<file path="config.mk">
export PLATFORM = sky130hd
export DESIGN_NAME = z80_bus_responder
export DESIGN_NICKNAME = d
export VERILOG_FILES = /design/src/rtl/z80_bus_pkg.sv /design/src/rtl/z80_cycle_decode.sv /design/src/rtl/z80_bus_responder.sv
export SDC_FILE = /design/constraint.sdc
export NUM_CORES = 1
export LEC_CHECK = 0
export CAP_MARGIN = 20
export CELL_PAD_IN_SITES_DETAIL_PLACEMENT = 0
export CELL_PAD_IN_SITES_GLOBAL_PLACEMENT = 1
export CORE_ASPECT_RATIO = 1.4
export CORE_MARGIN = 2
export CORE_UTILIZATION = 29
export DETAILED_ROUTE_END_ITERATION = 8
export PLACE_DENSITY_LB_ADDON = 0.1
export RECOVER_POWER = 25
export SLEW_MARGIN = 0
export SYNTH_ARGS = -nofsm -noshare
export SYNTH_HDL_FRONTEND = slang
export SYNTH_SLANG_ARGS = --single-unit
</file>
<file path="constraint.sdc">
create_clock -name wb_clk_i -period 2.5 [get_ports wb_clk_i]
set_clock_uncertainty 0.15 [all_clocks]
set_input_delay 0.25 -clock wb_clk_i [delete_from_list [all_inputs] [get_ports wb_clk_i]]
set_output_delay 0.25 -clock wb_clk_i [all_outputs]
set_load 0.005 [all_outputs]
</file>
<file path="src/rtl/z80_bus_pkg.sv">
// Shared types and constants for the Z80 bus responder: FSM states,
// decoded machine-cycle types and the idle data-bus value.
package z80_bus_pkg;

  typedef enum logic [1:0] {
    ST_IDLE = 2'd0,
    ST_BUSY = 2'd1,
    ST_DONE = 2'd2
  } bus_state_e;

  typedef enum logic [2:0] {
    CYC_NONE = 3'd0,
    CYC_MRD  = 3'd1,
    CYC_MWR  = 3'd2,
    CYC_IORD = 3'd3,
    CYC_IOWR = 3'd4,
    CYC_INTA = 3'd5
  } cycle_e;

  localparam logic [7:0] BUS_IDLE_DATA = 8'hFF;

endpackage

</file>
<file path="src/rtl/z80_cycle_decode.sv">
// Combinational Z80 strobe-to-cycle-type decoder; refresh cycles decode as NONE.
module z80_cycle_decode
  import z80_bus_pkg::*;
(
  input  logic   m1_n_i,
  input  logic   mreq_n_i,
  input  logic   iorq_n_i,
  input  logic   rd_n_i,
  input  logic   wr_n_i,
  input  logic   rfsh_n_i,
  output cycle_e cyc_o
);

  always_comb begin
    cyc_o = CYC_NONE;
    if (!mreq_n_i && rfsh_n_i && !rd_n_i) begin
      cyc_o = CYC_MRD;
    end else if (!mreq_n_i && rfsh_n_i && !wr_n_i) begin
      cyc_o = CYC_MWR;
    end else if (!iorq_n_i && !m1_n_i) begin
      cyc_o = CYC_INTA;
    end else if (!iorq_n_i && !rd_n_i) begin
      cyc_o = CYC_IORD;
    end else if (!iorq_n_i && !wr_n_i) begin
      cyc_o = CYC_IOWR;
    end else begin
      cyc_o = CYC_NONE;
    end
  end

endmodule

</file>
<file path="src/rtl/z80_bus_responder.sv">
// Z80 bus responder: forwards memory cycles to a req/ack backing store with
// WAIT_n stretching and serves I/O and INTA cycles. Option: Z80_BUS_IO_PORT_EN.
module z80_bus_responder
  import z80_bus_pkg::*;
#(
  parameter int         ADDR_W       = 16,
  parameter logic [7:0] INT_VECTOR   = 8'hFF,
  parameter logic [7:0] IO_PORT_ADDR = 8'h00
) (
  input  logic              wb_clk_i,
  input  logic              wb_rst_i,
  input  logic [15:0]       z_addr,
  input  logic [7:0]        z_dout,
  input  logic              z_m1_n,
  input  logic              z_mreq_n,
  input  logic              z_iorq_n,
  input  logic              z_rd_n,
  input  logic              z_wr_n,
  input  logic              z_rfsh_n,
  output logic [7:0]        z_din,
  output logic              z_wait_n,
  output logic              z_int_n,
  output logic              z_nmi_n,
  output logic              z_busrq_n,
  output logic              mem_req,
  output logic              mem_we,
  output logic [ADDR_W-1:0] mem_addr,
  output logic [7:0]        mem_wdata,
  input  logic              mem_ack,
  input  logic [7:0]        mem_rdata,
`ifdef Z80_BUS_IO_PORT_EN
  input  logic [7:0]        gpio_in,
  output logic [7:0]        gpio_out,
`endif
  input  logic              irq
);

  cycle_e            cyc_s;
  bus_state_e        state_q, state_d;
  logic              req_q, req_d;
  logic              we_q, we_d;
  logic [ADDR_W-1:0] addr_q, addr_d;
  logic [7:0]        wdata_q, wdata_d;
  logic [7:0]        rdata_q, rdata_d;
  logic              wait_n_q, wait_n_d;
  logic              int_n_q;
  logic [7:0]        gpio_q, gpio_d;
  logic              port_hit_s;

  z80_cycle_decode u_decode (
    .m1_n_i   (z_m1_n),
    .mreq_n_i (z_mreq_n),
    .iorq_n_i (z_iorq_n),
    .rd_n_i   (z_rd_n),
    .wr_n_i   (z_wr_n),
    .rfsh_n_i (z_rfsh_n),
    .cyc_o    (cyc_s)
  );

`ifdef Z80_BUS_IO_PORT_EN
  assign port_hit_s = (z_addr[7:0] == IO_PORT_ADDR);
  assign gpio_out   = gpio_q;
`else
  // Without the port every I/O access misses; the comparison is kept inert.
  logic unused_io_s;
  assign unused_io_s = ^IO_PORT_ADDR;
  assign port_hit_s  = 1'b0;
`endif

  always_ff @(posedge wb_clk_i) begin
    if (wb_rst_i) begin
      state_q  <= ST_IDLE;
      req_q    <= 1'b0;
      we_q     <= 1'b0;
      addr_q   <= '0;
      wdata_q  <= 8'h00;
      rdata_q  <= BUS_IDLE_DATA;
      wait_n_q <= 1'b1;
      int_n_q  <= 1'b1;
      gpio_q   <= 8'h00;
    end else begin
      state_q  <= state_d;
      req_q    <= req_d;
      we_q     <= we_d;
      addr_q   <= addr_d;
      wdata_q  <= wdata_d;
      rdata_q  <= rdata_d;
      wait_n_q <= wait_n_d;
      int_n_q  <= ~irq;
      gpio_q   <= gpio_d;
    end
  end

  always_comb begin
    state_d  = state_q;
    req_d    = req_q;
    we_d     = we_q;
    addr_d   = addr_q;
    wdata_d  = wdata_q;
    rdata_d  = rdata_q;
    wait_n_d = wait_n_q;
    gpio_d   = gpio_q;
    case (state_q)
      ST_IDLE: begin
        case (cyc_s)
          CYC_MRD, CYC_MWR: begin
            addr_d   = z_addr[ADDR_W-1:0];
            wdata_d  = z_dout;
            we_d     = (cyc_s == CYC_MWR);
            req_d    = 1'b1;
            wait_n_d = 1'b0;
            state_d  = ST_BUSY;
          end
          CYC_INTA: begin
            rdata_d = INT_VECTOR;
            state_d = ST_DONE;
          end
          CYC_IORD: begin
`ifdef Z80_BUS_IO_PORT_EN
            rdata_d = port_hit_s ? gpio_in : BUS_IDLE_DATA;
`else
            rdata_d = BUS_IDLE_DATA;
`endif
            state_d = ST_DONE;
          end
          CYC_IOWR: begin
            if (port_hit_s) begin
              gpio_d = z_dout;
            end else begin
              gpio_d = gpio_q;
            end
            state_d = ST_DONE;
          end
          default: state_d = ST_IDLE;
        endcase
      end
      // The request is held until ack even if the core abandons the cycle.
      ST_BUSY: begin
        if (mem_ack) begin
          req_d    = 1'b0;
          wait_n_d = 1'b1;
          if (!we_q) begin
            rdata_d = mem_rdata;
          end else begin
            rdata_d = rdata_q;
          end
          state_d = ST_DONE;
        end else begin
          state_d = ST_BUSY;
        end
      end
      ST_DONE: begin
        if (z_mreq_n && z_iorq_n) begin
          state_d = ST_IDLE;
        end else begin
          state_d = ST_DONE;
        end
      end
      default: state_d = ST_IDLE;
    endcase
  end

  assign z_din     = (!z_rd_n || (!z_iorq_n && !z_m1_n)) ? rdata_q : BUS_IDLE_DATA;
  assign z_wait_n  = wait_n_q;
  assign z_int_n   = int_n_q;
  assign z_nmi_n   = 1'b1;
  assign z_busrq_n = 1'b1;
  assign mem_req   = req_q;
  assign mem_we    = we_q;
  assign mem_addr  = addr_q;
  assign mem_wdata = wdata_q;

endmodule

</file>
==> results of run 1 <==
==> kinds of logic (layout without fill, tap and decap cells) <==
logic type | count (synthesis) | count (layout) | share of synthesized area, %
other cells | 1 | 2 | 0.254
compound gates | 43 | 43 | 19.7
simple gates | 72 | 72 | 22.1
flops | 38 | 38 | 51.5
buf+inv | 13 | 90 | 6.36
==> cell usage after synthesis (all sizes together) <==
master,n
a211o,1
a21oi,27
a22oi,1
a311oi,1
a31o,1
a31oi,2
buf,7
clkbuf,3
conb,1
dfxtp,38
inv,3
nand2,54
nand2b,9
nand3,2
nand3b,1
nand4,1
nor2,2
nor2b,1
o21ai,1
o221a,1
o22a,8
or3b,1
or4b,1
==> power by group <==
part           leakage, nW  switching [mW]  internal (mW)
registers            0.309          0.0138          0.630
logic                0.524          0.0771          0.119
clock network       0.0383           0.193          0.192
total                0.871           0.284          0.942
==> registers in the layout, summed over array words and instances, names as in the netlist <==
name / cells
mem_req: 1
mem_addr: 16
z_int_n: 1
state_q: 2
mem_wdata: 8
mem_we: 1
rdata_q: 8
z_wait_n: 1
==> routing by layer <==
layer / vias up / GRT usage, % / wire (um)
li1: 712 / - / -
met1: 613 / 15.7 / 1610
met2: 49 / 22.7 / 1780
met3: 5 / 4.20 / 254
met4: 0 / 5.80 / 61
met5: - / 0 / 0
==> metrics by stage <==
| step | setup slack, ns | std cells | util (%) |
|---|---|---|---|
| 2_1_floorplan | 0.815 | 168 | - |
| 5_1_grt | 0.223 | 309 | 48.3 |
| 3_5_place_dp | 0.338 | 302 | 46.8 |
| 4_1_cts | 0.359 | 309 | 48.4 |
| 3_3_place_gp | 0.355 | 302 | 46.8 |
| 6_report | 0.381 | 309 | 48.3 |
==> how the worst max path moves through the flow <==
stage               startpoint      endpoint  slack, ns  cells past startpoint
CTS                     z_rd_n      z_din[2]       0.36                      5
finish                  z_rd_n      z_din[2]       0.38                      5
floorplan           state_q[0]      z_wait_n       0.82                      6
detailed placement    z_mreq_n  mem_wdata[5]       0.34                      6
global route            z_rd_n      z_din[6]       0.22                      5
global placement      z_mreq_n   mem_addr[3]       0.36                      6
==> area by class of cell <==
class                           instances  area (sq um)  area share, %
Timing Repair Buffer                   80           806           34.2
Sequential cell                        38           761           32.3
Multi-Input combinational cell        117           622           26.4
Tap cell                               64          80.1           3.40
Clock buffer                            7          76.3           3.24
Inverter                                3          11.3          0.478
==> metrics.cfg, run 1 <==
[worst_setup_path]
path_cells=clkdlybuf4s50_1 -> o21ai_0 -> buf_4 -> nand2b_1 -> clkdlybuf4s50_1
cpPeakStageDelay_ns=0.60
arrival_ns=1.72
reg2reg_depth=5
worstPathRequired_ns=2.10
cp_slowest_cell=clkdlybuf4s50_1
crit_path_end_kind=primary output
rr_startpoint=state_q[0]
crit_buf_inv=3
reg2reg_to=mem_wdata[5]
critical_path_class=input pin to primary output
path_common_cell=clkdlybuf4s50_1
path_max_fanout=8
reg2reg_slack_ns=0.63
path_delay_family=buffers and inverters
cp-start-kind=input pin

[power]
leakage_nw=0.871
peakVddDrop_mv=0.274
power_mw=1.23
power_density_nw_per_um2=520

[synth]
synth_top_area_share_pct=51.5
synth.area.top_cells=dfxtp_1 (52%), nand2_1 (14%), a21oi_1 (8.1%)
synth-warning-count=0
synth_area_sq_um=1480
postSynthCellCount=167
seq_area_frac_synth_pct=51.5
syn-mean-instance-area_sq_um=8.84
yosysTopAreaCell=dfxtp_1
yosys.cell_types.count=27
yosys_register_bits=38

[global_routing]
grt_pass1_vias=1279
grt_overflow_total=0
grt_usage_pct=13.4
antenna_found_initial=0
grt_first_pass_wirelength_um=5870
grt_max_degree=27

[detailed_routing]
drc=0
antenna_left=0
wl_per_cell_um=12.0
vias=1379
first_pass_iters=3
wirelength_um=3710
drt-initial-drc-count=44
routed_via_density=4.46

[die]
dieArea_sq_um=5690
start_util_pct=30.3
core_sq_um=4880
num_rows=30
die_y_um=88.4
die_w_um=64.3
num_io_pins=80

[sta]
finalMaxSlewViolations=0
rsz0062_at_grt=no
fin_crit_sh_pct=84.8
fmax_mhz=472
setup-tns-final_ns=0
hold_viol_final=0
layout_min_cycle_time_ns=2.12
worst_hold_slack_ns=0.296
setup_viol=0

[finish]
n_fill_cell=517
fin_nets=287
antennaDiodeCount=0
mostFrequentLayoutCells=clkdlybuf4s50_1 (60), nand2_1 (54), dfxtp_1 (38)
final_common_cell=clkdlybuf4s50_1
syn_to_final_growth_pct=59.6
fin_area_sq_um=2360
drive_gt1_share_pct=6.53

[worst_hold_path]
hold_end=z_int_n
hold_path_startpoint=irq
hp-class=input pin to flop
min_path_cells=2

[cts]
cts_resized=0
clk_root_buffer_cell=clkbuf_8
postCtsSetupRepairBufs=0
clk_pin_slew_ns=0.07
cts-buffers-inserted=5
cts_tree=yes
clk_path_buf_depth=2
cts_num_sinks=38
hold_buffers=0
htree_levels=2
clock_latency_ns=0.28

[placed_design]
dp_hpwl_um=2660
port_buffers=77
placed_area_sq_um=2280
gp_congestion=0.779

[status]
run_status=complete, no violations

[run]
maxCapViolations=0

No activity file was read; power rests on OpenSTA's default activity.
==> inputs of run 2 (changes only) <==
--- a/config.mk
+++ b/config.mk
@@ -10,7 +10,7 @@
 export CELL_PAD_IN_SITES_GLOBAL_PLACEMENT = 1
 export CORE_ASPECT_RATIO = 1.4
 export CORE_MARGIN = 2
-export CORE_UTILIZATION = 29
+export CORE_UTILIZATION = 24
 export DETAILED_ROUTE_END_ITERATION = 8
 export PLACE_DENSITY_LB_ADDON = 0.1
 export RECOVER_POWER = 25
==> constraint.sdc (replaced) <==
create_clock -name wb_clk_i -period 1.9 [get_ports wb_clk_i]
set_clock_uncertainty 0.15 [all_clocks]
set_input_delay 0.19 -clock wb_clk_i [delete_from_list [all_inputs] [get_ports wb_clk_i]]
set_output_delay 0.19 -clock wb_clk_i [all_outputs]
set_load 0.005 [all_outputs]
==> run 2 against run 1 <==
Against the previous run:
- combinational power grew 43%
- critical endpoint is now z_wait_n
- wire length increased by 10%
- count of clock-buffer cells in the layout unchanged
- sequential share of layout area fell by 1.5 points
- clock power up 50%
==> metrics.cfg, run 2 (same netlist as run 1, synthesis figures left out) <==
[finish]
drive_gt1_share_pct=11.0  ; was 6.53%
final_common_cell=clkdlybuf4s50_1  ; unchanged
multi_input_area_sq_um=626  ; was 622 sq um
largest_reg_flops=16  ; unchanged
antennaDiodeCount=0  ; unchanged
mostFrequentLayoutCells=clkdlybuf4s50_1 (56), nand2_1 (54), dfxtp_1 (38)  ; was clkdlybuf4s50_1 (60), nand2_1 (54), dfxtp_1 (38)
ff_latch_area_sq_um=761  ; unchanged
n_fill_cell=634  ; was 517
fin_nets=296  ; was 287
syn_to_final_growth_pct=67.3  ; was 59.6%

[cts]
clock_latency_ns=0.29  ; was 0.28 ns
cts_num_sinks=38  ; unchanged
clk_pin_slew_ns=0.08  ; was 0.07 ns
postCtsSetupRepairBufs=0  ; unchanged
cts_resized=0  ; unchanged
hold_buffers=0  ; unchanged
clk_path_buf_depth=2  ; unchanged
htree_levels=2  ; unchanged
cts_tree=yes  ; unchanged
clk_root_buffer_cell=clkbuf_8  ; unchanged
cts-buffers-inserted=5  ; unchanged

[die]
num_rows=33  ; was 30
start_util_pct=25.0  ; was 30.3%
dieArea_sq_um=6800  ; was 5690 sq um
die_y_um=96.8  ; was 88.4 um
num_io_pins=80  ; unchanged
die_w_um=70.3  ; was 64.3 um
core_sq_um=5900  ; was 4880 sq um

[global_routing]
grt_overflow_total=0  ; unchanged
grt_pass1_vias=1405  ; was 1,279
grt_max_degree=28  ; was 27
grt_usage_pct=12.0  ; was 13.4%
antenna_found_initial=0  ; unchanged
grt_first_pass_wirelength_um=6660  ; was 5870 um

[power]
power.share.sequential_pct=49.7  ; was 52.5%
p_switching_mw=0.410  ; was 0.284 mW
swShare_pct=24.0  ; was 23.2%
peakVddDrop_mv=0.303  ; was 0.274 mV
power_density_nw_per_um2=690  ; was 520 nW/um^2
p_int_mw=1.29  ; was 0.942 mW
leakage_nw=0.956  ; was 0.871 nW
power_mw=1.70  ; was 1.23 mW
p_comb_share_pct=16.5  ; was 16.0%
pwr-share-clk_pct=33.8  ; was 31.4%

[detailed_routing]
wl_per_cell_um=12.6  ; was 12.0 um
antenna_left=0  ; unchanged
drc=0  ; unchanged
first_pass_iters=4  ; was 3
wirelength_um=4090  ; was 3710 um
vias=1407  ; was 1,379
drt-initial-drc-count=58  ; was 44
routed_via_density=4.33  ; was 4.46

[sta]
layout_min_cycle_time_ns=1.71
setup_slack_ns=0.186  ; was 0.381 ns
fmax_mhz=583
finalMaxSlewViolations=0  ; unchanged
rsz0062_at_grt=no  ; unchanged
fin_crit_sh_pct=90.2
hold_viol_final=0  ; unchanged
setup_viol=0  ; unchanged
worst_hold_slack_ns=0.185  ; was 0.296 ns

[worst_setup_path]
cp_slowest_cell=or4b_4  ; was clkdlybuf4s50_1
critical_path_class=input pin to flop  ; was input pin to primary output
path_max_fanout=26  ; was 8
cp-start-kind=input pin  ; unchanged
path_cells=clkdlybuf4s50_1 -> or4b_4 -> nand2b_4 -> nand2_1 -> nand3_1  ; was clkdlybuf4s50_1 -> o21ai_0 -> buf_4 -> nand2b_1 -> clkdlybuf4s50_1
crit_buf_inv=1  ; was 3
path_delay_family=simple AND/OR/NAND/NOR gates  ; was buffers and inverters
cpPeakStageDelay_ns=0.58  ; was 0.60 ns
worstPathRequired_ns=1.91  ; was 2.10 ns
arrival_ns=1.73  ; was 1.72 ns
crit_path_end_kind=flop  ; was primary output

[placed_design]
gp_congestion=0.727  ; was 0.779
place_ws_ns=-0.136  ; was 0.338 ns
port_buffers=77  ; unchanged
dp_hpwl_um=2870  ; was 2660 um

[worst_hold_path]
hp-class=input pin to flop  ; unchanged

[status]
run_status=complete, no violations  ; unchanged

[run]
maxCapViolations=0  ; unchanged

[run 2: worst paths after layout]
kind	start	to	slack (ns)	depth (start not counted)
max	z_mreq_n	z_wait_n	0.19	5
min	z_m1_n	state_q[1]	0.19	4
max reg2reg	state_q[1]	z_wait_n	0.22	4
min reg2reg	mem_addr[6]	mem_addr[6]	0.30	2
[run 2: power by group through the flow]
stage	Sequential [mW]	Combinational [mW]	Clock, mW
detailed placement	0.865	0.293	0
CTS	0.847	0.295	0.605
floorplan	0.867	0.106	0
global route	0.850	0.309	0.637
global placement	0.865	0.295	0
finish	0.846	0.282	0.576
[run 2: tightest hold or removal path: cells and delay by family]
| family | cells | cell delay [ns] |
|---|---|---|
| AO/OA/AOI/OAI | 1 | 0.08 |
| AND/OR/NAND/NOR | 2 | 0.18 |
| buffers and inverters | 1 | 0.13 |
[run 2: layout make-up]
cell class | instances | area share (%)
inverter | 3 | 0.456
timing repair buffer | 89 | 36.2
clock buffer | 7 | 3.50
sequential | 38 | 30.8
tap | 70 | 3.55
multi-input combinational | 117 | 25.3
clock inverter | 1 | 0.203
[run 2: metrics by stage]
step | std cells | TNS (ns) | instance area (sq um) | util (%)
after floorplan | 168 | 0 | 1480 | -
after detailed placement | 317 | -3.14 | 2370 | 40.2
after global routing | 325 | 0 | 2470 | 41.8
final | 325 | 0 | 2470 | 41.8
after CTS | 325 | 0 | 2460 | 41.7
after global placement | 317 | -2.81 | 2370 | 40.2
[run 2: per-layer routing]
| layer | vias up | GRT usage [%] | wire, um |
|---|---|---|---|
| met5 | - | 0 | 0 |
| met4 | 0 | 3.99 | 41 |
| met3 | 4 | 3.54 | 294 |
| met2 | 55 | 20.0 | 1900 |
| met1 | 619 | 14.7 | 1850 |
| li1 | 729 | - | - |
